### config.mk
export PLATFORM = sky130hd
export DESIGN_NAME = round_robin_arbiter_4_flat
export DESIGN_NICKNAME = d
export VERILOG_FILES = /design/src/rtl/arb_pkg.sv /design/src/rtl/round_robin_arbiter_4_if.sv /design/src/rtl/rr_pick4.sv /design/src/rtl/round_robin_arbiter_4.sv /design/src/flat_wrapper.sv
export SDC_FILE = /design/constraint.sdc
export NUM_CORES = 1
export LEC_CHECK = 0
export CAP_MARGIN = 20
export CORE_UTILIZATION = 49
export CTS_CLUSTER_SIZE = 28
export DETAILED_ROUTE_END_ITERATION = 8
export HOLD_SLACK_MARGIN = 0.15
export PLACE_DENSITY = 0.77
export SYNTH_ARGS = -nofsm -noshare
export SYNTH_HDL_FRONTEND = slang
export SYNTH_SLANG_ARGS = --single-unit
### constraint.sdc
create_clock -name clk -period 2 [get_ports clk]
set_clock_uncertainty 0.2 [all_clocks]
set_input_delay 0.4 -clock clk [delete_from_list [all_inputs] [get_ports clk]]
set_output_delay 0.4 -clock clk [all_outputs]
set_load 0.005 [all_outputs]
### src/rtl/arb_pkg.sv
// Shared types and sizes for the 4-way round-robin / fixed-priority arbiter.
package arb_pkg;

    localparam int unsigned N_REQ = 4;
    localparam int unsigned ID_W  = 2;

    typedef enum logic [0:0] {
        IDLE  = 1'b0,
        GRANT = 1'b1
    } state_t;

endpackage : arb_pkg

### src/rtl/round_robin_arbiter_4_if.sv
// Request/grant bundle between requesters (master) and the arbiter (slave).
interface round_robin_arbiter_4_if;
    import arb_pkg::*;

    logic [N_REQ-1:0] req;
    logic             mode;
    logic [N_REQ-1:0] gnt;
    logic [ID_W-1:0]  gnt_id;
    logic             gnt_valid;

    modport master (
        output req,
        output mode,
        input  gnt,
        input  gnt_id,
        input  gnt_valid
    );

    modport slave (
        input  req,
        input  mode,
        output gnt,
        output gnt_id,
        output gnt_valid
    );

endinterface : round_robin_arbiter_4_if

### src/rtl/rr_pick4.sv
// Combinational winner selection: rotating search from ptr, or highest index in fixed mode.
module rr_pick4
    import arb_pkg::*;
(
    input  logic [N_REQ-1:0] req,
    input  logic [ID_W-1:0]  ptr,
    input  logic             mode,
    output logic [ID_W-1:0]  win_id,
    output logic             win_valid
);

    logic [ID_W-1:0] w_idx;

    // Scan so that the last hit written is the winner (nearest to ptr, or highest index).
    always_comb begin
        win_id    = '0;
        win_valid = |req;
        w_idx     = '0;
        if (mode) begin
            for (int i = 0; i < int'(N_REQ); i++) begin
                if (req[i]) begin
                    win_id = ID_W'(i);
                end
            end
        end else begin
            for (int k = int'(N_REQ) - 1; k >= 0; k--) begin
                w_idx = ptr + ID_W'(k);
                if (req[w_idx]) begin
                    win_id = w_idx;
                end
            end
        end
    end

endmodule : rr_pick4

### src/rtl/round_robin_arbiter_4.sv
// 4-requester arbiter: IDLE/GRANT FSM, rotating pointer, hold limit, registered grant outputs.
module round_robin_arbiter_4
    import arb_pkg::*;
#(
    parameter int unsigned MAX_HOLD = 8,
    parameter int unsigned HOLD_W   = 4
) (
    input  logic                    clk,
    input  logic                    rst_n,
    round_robin_arbiter_4_if.slave  bus
);

    state_t           r_state;
    state_t           w_state_nxt;
    logic [N_REQ-1:0] r_gnt;
    logic [N_REQ-1:0] w_gnt_nxt;
    logic [ID_W-1:0]  r_gnt_id;
    logic [ID_W-1:0]  w_gnt_id_nxt;
    logic             r_gnt_valid;
    logic             w_gnt_valid_nxt;
    logic [ID_W-1:0]  r_ptr;
    logic [ID_W-1:0]  w_ptr_nxt;
    logic [HOLD_W-1:0] r_hold;
    logic [HOLD_W-1:0] w_hold_nxt;

    logic [ID_W-1:0]  w_win_id;
    logic             w_win_valid;
    logic             w_hold_limit;
    logic             w_release;

    rr_pick4 u_pick (
        .req       (bus.req),
        .ptr       (r_ptr),
        .mode      (bus.mode),
        .win_id    (w_win_id),
        .win_valid (w_win_valid)
    );

    // Owner is released when it drops its request or has used up its hold budget.
    assign w_hold_limit = (MAX_HOLD != 0) && (r_hold == HOLD_W'(MAX_HOLD - 1));
    assign w_release    = !bus.req[r_gnt_id] || w_hold_limit;

    // Next-state and next-output decode; mode only matters on the IDLE->GRANT decision.
    always_comb begin
        w_state_nxt     = r_state;
        w_gnt_nxt       = r_gnt;
        w_gnt_id_nxt    = r_gnt_id;
        w_gnt_valid_nxt = r_gnt_valid;
        w_ptr_nxt       = r_ptr;
        w_hold_nxt      = r_hold;
        case (r_state)
            IDLE: begin
                w_gnt_nxt       = '0;
                w_gnt_valid_nxt = 1'b0;
                if (w_win_valid) begin
                    w_state_nxt     = GRANT;
                    w_gnt_nxt       = N_REQ'(1) << w_win_id;
                    w_gnt_id_nxt    = w_win_id;
                    w_gnt_valid_nxt = 1'b1;
                    w_hold_nxt      = '0;
                    if (!bus.mode) begin
                        w_ptr_nxt = w_win_id + ID_W'(1);
                    end
                end
            end
            GRANT: begin
                if (w_release) begin
                    w_state_nxt     = IDLE;
                    w_gnt_nxt       = '0;
                    w_gnt_valid_nxt = 1'b0;
                end else begin
                    w_hold_nxt = r_hold + HOLD_W'(1);
                end
            end
            default: begin
                w_state_nxt     = IDLE;
                w_gnt_nxt       = '0;
                w_gnt_valid_nxt = 1'b0;
            end
        endcase
    end

    // State and output registers with synchronous active-low reset.
    always_ff @(posedge clk) begin
        if (!rst_n) begin
            r_state     <= IDLE;
            r_gnt       <= '0;
            r_gnt_id    <= '0;
            r_gnt_valid <= 1'b0;
            r_ptr       <= '0;
            r_hold      <= '0;
        end else begin
            r_state     <= w_state_nxt;
            r_gnt       <= w_gnt_nxt;
            r_gnt_id    <= w_gnt_id_nxt;
            r_gnt_valid <= w_gnt_valid_nxt;
            r_ptr       <= w_ptr_nxt;
            r_hold      <= w_hold_nxt;
        end
    end

    assign bus.gnt       = r_gnt;
    assign bus.gnt_id    = r_gnt_id;
    assign bus.gnt_valid = r_gnt_valid;

endmodule : round_robin_arbiter_4

### src/flat_wrapper.sv
// flat-port wrapper written by rule: the top's interface ports become plain ports
module round_robin_arbiter_4_flat import arb_pkg::*;
#(
    parameter int unsigned MAX_HOLD = 8,
    parameter int unsigned HOLD_W   = 4
)
  (clk, rst_n, bus_req, bus_mode, bus_gnt, bus_gnt_id, bus_gnt_valid);
  round_robin_arbiter_4_if bus_i ();
  input  logic clk;
  input  logic rst_n;
  input wire logic [$bits(bus_i.req)-1:0] bus_req;
  input wire logic [$bits(bus_i.mode)-1:0] bus_mode;
  output wire logic [$bits(bus_i.gnt)-1:0] bus_gnt;
  output wire logic [$bits(bus_i.gnt_id)-1:0] bus_gnt_id;
  output wire logic [$bits(bus_i.gnt_valid)-1:0] bus_gnt_valid;
  assign bus_i.req = bus_req;
  assign bus_i.mode = bus_mode;
  assign bus_gnt = bus_i.gnt;
  assign bus_gnt_id = bus_i.gnt_id;
  assign bus_gnt_valid = bus_i.gnt_valid;
  round_robin_arbiter_4 #(.MAX_HOLD(MAX_HOLD), .HOLD_W(HOLD_W)) u_core (.clk(clk), .rst_n(rst_n), .bus(bus_i));
endmodule
==> key figures, run 1 <==
Outcome
  – Status: finished, final reports clean

Run
  – Max-cap violation count: 0

Logic synthesis
  – Synth Instances: 87
  – Sequential element share of the synthesized area: 37.8%
  – #FFs+latches synth: 14
  – Syn_area_per_cell: between 8 and 9 um2
  – Distinct cells, synth: 34
  – Synthesis Warnings: 0
  – Post-synth top area share: 37.8%
  – Post-Synthesis Cell Area: 741 um2
  – Syn nets: 95
  – Area leader, netlist: dfxtp_1
  – Area contributors post-synth: dfxtp_1 (38%), nand2_1 (6.6%), a21boi_1 (6.1%), nor2b_1 (5.1%), a21oi_1 (4.1%)

Timing
  – Setup-failing EPs final: 0
  – Final period utilization: 91.4%
  – Final Slew Violations: 0
  – RSZ-0062 raised after global routing: false
  – Final Critical Period: 1.83 ns
  – Final Hold Viols: 0
  – Fin Setup TNS: 0 ns
  – Worst slew pin tran: 0.465 ns
  – Max_slew headroom: 68.7%
  – Setup slack after layout: 0.172 ns
  – Max Clk Rate: 0.547 GHz

Global routing
  – First-pass GRT wire length: 2.51 mm
  – Largest net degree at the start of global routing: 9
  – Global Route Usage Sum: between 20% and 30%
  – Initial antenna violation count: 0
  – GRT overflow: 0
  – Number of global-route vias before repair: 617

Floorplan
  – Row cnt: 13
  – Core area: approximately 1400 um2
  – I/O pin cnt: 14
  – Die height: between 40 and 50 um
  – DIE AREA: 1670 um2
  – Starting Density: 54.9%
  – Die width: 40.9 um

Critical path
  – Crit-path max FO: 5
  – CP Data Required Time: 2.01 ns
  – Critical Path Sink Type: register
  – Setup crit start kind: primary input
  – Setup CP Type: in -> reg
  – Worst EP arrival: approximately 1.8 ns

Layout
  – Share of post-route cells with drive strength above 1: 17.3%
  – Antenna Diode Count: 0
  – Nets: 120
  – Area occupied by multi-input gates: 475 um2
  – # fillers: 113
  – Register Area: 280 um2
  – Final Core Density: 74.4%
  – Post-route cell area: 1000 um2
  – Synth-to-layout area growth: 35.6%

Clock tree
  – Clock sink count: 14
  – Deepest clock path buffer count: 2
  – Postcts setup bufs: 0
  – H-tree levels: 1
  – CTS tree: built
  – Reg clk slew, reported paths: approximately 0.070 ns
  – Clk_lat worst skew: around 0.27 ns
  – Root buffer cell: clkbuf_4
  – CTS buffer count: 3

Route
  – Antenna-violating nets left: 0
  – DR vias/cell: 5.88
  – DRT iter0 DRCs: 13
  – Drt drc: 0
  – Final wirelength: 1.72 mm
  – Detailed-route via count: 735
  – WL/cell: 13.8 um
  – Drt first pass iters: 4

Placement
  – Port Buffers: 13
  – DP Area: roughly 950 um2
  – Final Wtd Congestion: 0.775
  – HPWL after detailed placement: 1.29 mm
  – Pre-CTS WS: -0.367 ns

Power and ir drop
  – Pwr Total: 0.000637 W
  – PD cells: between 600 and 700 nW/um2
  – Worst IR Drop VDD: around 0.41 mV
  – Leak: 0.417 nW

Hold path
  – Class of the worst hold path: reg -> reg
## through the flow
| stage | std cells | hold slack (ns) |
|---|---|---|
| after floorplan | 87 | 0.251 |
| after global placement | 122 | 0.244 |
| after detailed placement | 122 | 0.259 |
| after CTS | 125 | 0.276 |
| after global routing | 125 | 0.287 |
| final | 125 | 0.270 |
## layer usage
metal	wire, um	share of wire, %	vias up	global-route usage [%]
met5	0	0	-	0
met4	22	1.3	0	11.7
met3	77	4.5	4	7.07
met2	789	46	16	36.7
met1	834	48	353	28.3
li1	-	-	362	-
## worst paths after layout
check,from,endpoint,slack (ns),depth (start not counted)
worst max-delay path,bus_mode,u_core.bus.gnt[3]$_SDFFE_PN0P_,0.17,6
worst min register to register,u_core.bus.gnt[0]$_SDFFE_PN0P_,u_core.bus.gnt[0]$_SDFFE_PN0P_,0.27,2
worst max register to register,u_core.bus.gnt_id[0]$_SDFFE_PN0P_,u_core.r_state$_SDFF_PN0_,0.26,5
worst min-delay path,u_core.bus.gnt[0]$_SDFFE_PN0P_,u_core.bus.gnt[0]$_SDFFE_PN0P_,0.27,2
## sequential cells by signal (all words and copies together), names as in the netlist
signal,count
u_core.r_state,1
u_core.r_hold,4
u_core.bus.gnt_valid,1
u_core.bus.gnt_id,2
u_core.r_ptr,2
u_core.bus.gnt,4
## Yosys cell counts
library cell,count
nor2b_1,6
and2_1,2
xnor2_1,1
or3b_1,1
clkbuf_1,2
o21ai_1,3
nand3b_1,3
mux2i_1,1
a21oi_1,6
a2111oi_1,1
a21boi_0,1
nor2_1,4
o32ai_1,1
xor2_1,1
and3_1,1
mux4_2,1
inv_1,1
o21bai_1,1
dfxtp_1,14
a21bo_2,1
a21o_1,1
ha_1,1
o21ai_0,2
a21boi_1,6
nand3_1,4
a32oi_1,1
a311oi_1,1
nand2b_1,1
o211a_1,1
nand4b_1,1
nor3_1,1
a211o_1,1
nand2_1,13
nor3b_1,1
## cell type report
cell class | instances | share of cell area (%)
clock buffer | 3 | 2.24
inverter | 1 | 0.374
tap | 15 | 1.87
sequential | 14 | 27.9
multi-input combinational | 70 | 47.3
timing repair buffer | 22 | 20.3
## cell usage in the layout, fill, tap and decap left out, types with 2 or more instances in the layout
cell | synthesis | routed
o21ai_1 | 3 | 3
clkdlybuf4s50_1 | 0 | 9
nand2_1 | 13 | 13
clkbuf_4 | 0 | 3
nor2b_1 | 6 | 6
nand3b_1 | 3 | 3
and2_1 | 2 | 2
nand3_1 | 4 | 4
dfxtp_1 | 14 | 14
dlymetal6s2s_1 | 0 | 3
o21ai_0 | 2 | 2
a21boi_1 | 6 | 6
nor2_1 | 4 | 4
buf_4 | 0 | 9
a21oi_1 | 6 | 5
## kinds of logic (layout without fill, tap and decap cells)
family / after synthesis / in the layout / share of synthesized area [%]
and+or+nand+nor: 38 / 38 / 26.9
buffers and inverters: 3 / 26 / 1.52
DFF: 14 / 14 / 37.8
xor gates and xnor gates: 2 / 2 / 2.37
AOI/OAI and AO/OA: 27 / 27 / 25.3
muxes: 2 / 2 / 4.39
adders and majority gates: 1 / 1 / 1.69
## worst max-delay path, cell delays in order
cell and delay (ns):
clkdlybuf4s50_1 0.46, buf_4 0.18, o21ai_0 0.40, buf_4 0.20, nand3_1 0.07, a21boi_1 0.13
## where the power goes
group	internal (W)	leakage (nW)	switching, W
registers	0.000299	0.115	0.0000194
logic	0.0000898	0.288	0.0000764
clock network	0.0000698	0.0138	0.0000823
total	0.000458	0.417	0.000178
## what timing repair did
action | CTS | global route
gates cloned | 0 | 0
pin swaps | 0 | 1
setup endpoints to repair | 2 | 5
hold buffers | 0 | 0
resized for setup | 2 | 7
(Power assumes the default switching activity.)
==> run 2: changes to the inputs <==
--- a/config.mk
+++ b/config.mk
@@ -6,11 +6,12 @@
 export NUM_CORES = 1
 export LEC_CHECK = 0
 export CAP_MARGIN = 20
-export CORE_UTILIZATION = 49
+export CORE_ASPECT_RATIO = 0.75
+export CORE_UTILIZATION = 30
 export CTS_CLUSTER_SIZE = 28
 export DETAILED_ROUTE_END_ITERATION = 8
 export HOLD_SLACK_MARGIN = 0.15
-export PLACE_DENSITY = 0.77
+export PLACE_DENSITY = 0.52
 export SYNTH_ARGS = -nofsm -noshare
 export SYNTH_HDL_FRONTEND = slang
 export SYNTH_SLANG_ARGS = --single-unit
==> run 2 against run 1 <==
- design area grew 7.2%
- critical endpoint is now u_core.r_ptr[1]$_SDFFE_PN0P_
- flip-flop and latch count did not move
- critical path type unchanged
- power up 11%
- non-clock buffer count is 2 higher
- largest cell class unchanged
- hold slack got worse by 0.016 ns
- global-route usage decreased by 8.7 points
- clock power up 32%
- register-to-register slack worse by 0.03 ns
- first-iteration DRC count rose by 38%
==> key figures, run 2 (synthesis gave the netlist of run 1 again) <==
Route
  – WL/cell: 12.3 um (-10%)
  – Routed length on met1: 875 um (+4.9%)
  – Drt first pass iters: 4 (unchanged)
  – Max Used Layer: met4
  – Detailed-route via count: 744 (+1.2%)
  – WL met3: 89 um (+16%)
  – Final wirelength: 1.82 mm (+5.3%)
  – DR vias/cell: 5.06 (-14%)
  – DR WL met2: 840 um (+6.5%)
  – Antenna-violating nets left: 0 (unchanged)
  – Drt drc: 0 (unchanged)
  – DRT iter0 DRCs: 18 (+5)

Floorplan
  – Row cnt: 15 (+2)
  – Starting Density: 32.1% (-23 points)
  – Core area: 2310 um2 (+71%)
  – Die height: 45.0 um (+10%)
  – I/O pin cnt: 14 (unchanged)
  – DIE AREA: 2670 um2 (+60%)
  – Die width: 59.4 um (+45%)

Clock tree
  – Reg clk slew, reported paths: 0.08 ns (about the same)
  – Hold-fix buffers, CTS: 0 (unchanged)
  – Deepest clock path buffer count: 2 (unchanged)
  – CTS tree: built
  – CTS buffer count: 3 (unchanged)
  – Clock sink count: 14 (unchanged)
  – Root buffer cell: clkbuf_4
  – Clk_lat worst skew: 0.28 ns (about the same)
  – H-tree levels: 1 (unchanged)

Power and ir drop
  – Worst IR Drop VDD: 0.328 mV (-21%)
  – Switching share of power: 27.5% (-0.48 points)
  – PD cells: 653 nW/um2 (+3.1%)
  – Leak: 0.438 nW (+5.1%)
  – Seq pwr share: 45.2% (-4.8 points)
  – Clock network power share: 28.5% (+4.6 points)
  – Net Sw Power: 0.000194 W (+8.6%)
  – Pwr Total: 0.000704 W (+11%)
  – Logic pwr share: 26.3% (+0.2 points)
  – Internal Power: 0.000510 W (+11%)

Placement
  – Port Buffers: 13 (unchanged)
  – DP Area: 981 um2 (+3.3%)
  – HPWL after detailed placement: 1.33 mm (+3.1%)
  – Final Wtd Congestion: 0.783 (+1.0%)
  – Pre-CTS WS: -0.380 ns (-0.0124 ns)

Layout
  – Nets: 122 (+1.7%)
  – Post-route cell area: 1080 um2 (+7.2%)
  – Most common cell after layout, fill and taps aside: dfxtp_1
  – Synth-to-layout area growth: 45.4%
  – Antenna Diode Count: 0 (unchanged)
  – Commonest non-fill, non-tap cells in the layout: dfxtp_1 (14), nand2_1 (13), buf_4 (11), clkdlybuf4s50_1 (9)
  – Share of post-route cells with drive strength above 1: 21.2% (+4.0 points)

Critical path
  – Buffers plus inverters on the worst setup path: 2 (-1)
  – CP Data Required Time: 1.97 ns (-0.04 ns)
  – Max incr delay on CP: 0.37 ns (-0.09 ns)
  – Worst path depth: 7 (+1)
  – Setup CP Type: in -> reg
  – Crit-path max FO: 7 (+2)
  – Critical Path Sink Type: register
  – Crit path cell chain: dlygate4sd2_1, nor2b_1, a311oi_4, a2111oi_2, buf_4, xnor2_1, a21oi_1
  – Worst reg2reg path depth: 5 (unchanged)
  – Worst path top cell family by delay: buffers and inverters
  – Setup crit start kind: primary input
  – Crit-path slowest cell: dlygate4sd2_1
  – Worst EP arrival: 1.86 ns (+0.02 ns)

Timing
  – Setup-failing EPs final: 0 (unchanged)
  – Final Slew Violations: 0 (unchanged)
  – Final Critical Period: 1.89 ns (+0.0611 ns)
  – Setup slack after layout: 0.111 ns (-0.0611 ns)
  – Final Hold Viols: 0 (unchanged)
  – Final period utilization: 94.5% (+3.1 points)
  – Max Clk Rate: 0.529 GHz (-3.2%)
  – Worst slew pin tran: 0.509 ns (+0.0437 ns)
  – Max_slew headroom: 65.7% (-2.9 points)
  – RSZ-0062 raised after global routing: false

Hold path
  – Class of the worst hold path: reg -> reg
  – Hold Crit Depth: 2 (unchanged)

Global routing
  – Initial antenna violation count: 0 (unchanged)
  – First-pass GRT wire length: 2.88 mm (+15%)
  – Global Route Usage Sum: 14.6% (-8.7 points)
  – GRT overflow: 0 (unchanged)
  – Largest net degree at the start of global routing: 11 (+2)
  – Number of global-route vias before repair: 625 (+1.3%)

Outcome
  – Status: finished, final reports clean

Run
  – Max-cap violation count: 0 (unchanged)
==> run 2: changes by cell type in the layout (fill, tap and decap cells not counted), sizes merged <==
cell / change
buf: +2
clkbuf: +1
==> run 2: worst min-delay path: cells and delay by family, from the launching register on <==
family           cells  cell delay (ns)
flip-flops           1             0.31
AND/OR/NAND/NOR      1             0.05
AO/OA/AOI/OAI        1             0.05
==> run 2: metrics by stage <==
step                TNS [ns]  std cells  util [%]  hold WS, ns
floorplan                  0         87         -        0.251
global placement       -3.16        142      42.5        0.245
detailed placement     -3.52        142      42.5        0.248
CTS                        0        146      44.9        0.260
global route               0        147      46.7        0.281
finish                     0        147      46.7        0.254
==> run 2: path summary, 6_finish.rpt <==
path | startpoint | to | slack [ns]
worst min-delay path | u_core.bus.gnt[3]$_SDFFE_PN0P_ | u_core.bus.gnt[3]$_SDFFE_PN0P_ | 0.25
worst max-delay path | bus_req[2] | u_core.r_ptr[1]$_SDFFE_PN0P_ | 0.11
worst max register to register | u_core.r_ptr[1]$_SDFFE_PN0P_ | u_core.bus.gnt[1]$_SDFFE_PN0P_ | 0.23
worst min register to register | u_core.bus.gnt[3]$_SDFFE_PN0P_ | u_core.bus.gnt[3]$_SDFFE_PN0P_ | 0.25
==> run 2: per-layer routing <==
| layer | up-vias | track usage (%) |
|---|---|---|
| met5 | - | 0 |
| met4 | 0 | 1.43 |
| met3 | 2 | 6.02 |
| met2 | 16 | 21.8 |
| met1 | 356 | 20.5 |
| li1 | 370 | - |
==> run 2: final cells by class <==
cell class,count,area (um2)
flip-flops and latches,14,280
multi-input cells,70,495
well taps,34,42.5
clock buffers,4,36.3
fillers,221,1230
repair buffers,24,219
inverters,1,3.75
==> run 2: power by group through the flow <==
| stage | Combinational (W) | Sequential [W] | Clock, W |
|---|---|---|---|
| after floorplan | 0.0000842 | 0.000320 | 0 |
| after global placement | 0.000168 | 0.000324 | 0 |
| after detailed placement | 0.000167 | 0.000324 | 0 |
| after CTS | 0.000173 | 0.000318 | 0.000210 |
| after global routing | 0.000201 | 0.000321 | 0.000223 |
| final | 0.000185 | 0.000318 | 0.000201 |
==> run 2: what timing repair did <==
item,CTS,global route
resized for setup,5,8
endpoints found under the hold margin,0,0
endpoints found under the setup margin,5,8
pin swaps,1,1
setup buffers,0,1
==> run 3: changes to the inputs <==
--- a/config.mk
+++ b/config.mk
@@ -6,12 +6,11 @@
 export NUM_CORES = 1
 export LEC_CHECK = 0
 export CAP_MARGIN = 20
-export CORE_ASPECT_RATIO = 0.75
-export CORE_UTILIZATION = 30
+export CORE_UTILIZATION = 49
 export CTS_CLUSTER_SIZE = 28
 export DETAILED_ROUTE_END_ITERATION = 8
 export HOLD_SLACK_MARGIN = 0.15
-export PLACE_DENSITY = 0.52
+export PLACE_DENSITY = 0.77
 export SYNTH_ARGS = -nofsm -noshare
 export SYNTH_HDL_FRONTEND = slang
 export SYNTH_SLANG_ARGS = --single-unit
==> results of run 3 <==
Same layout as run 1: the final DEF is identical, and so are final timing and power.
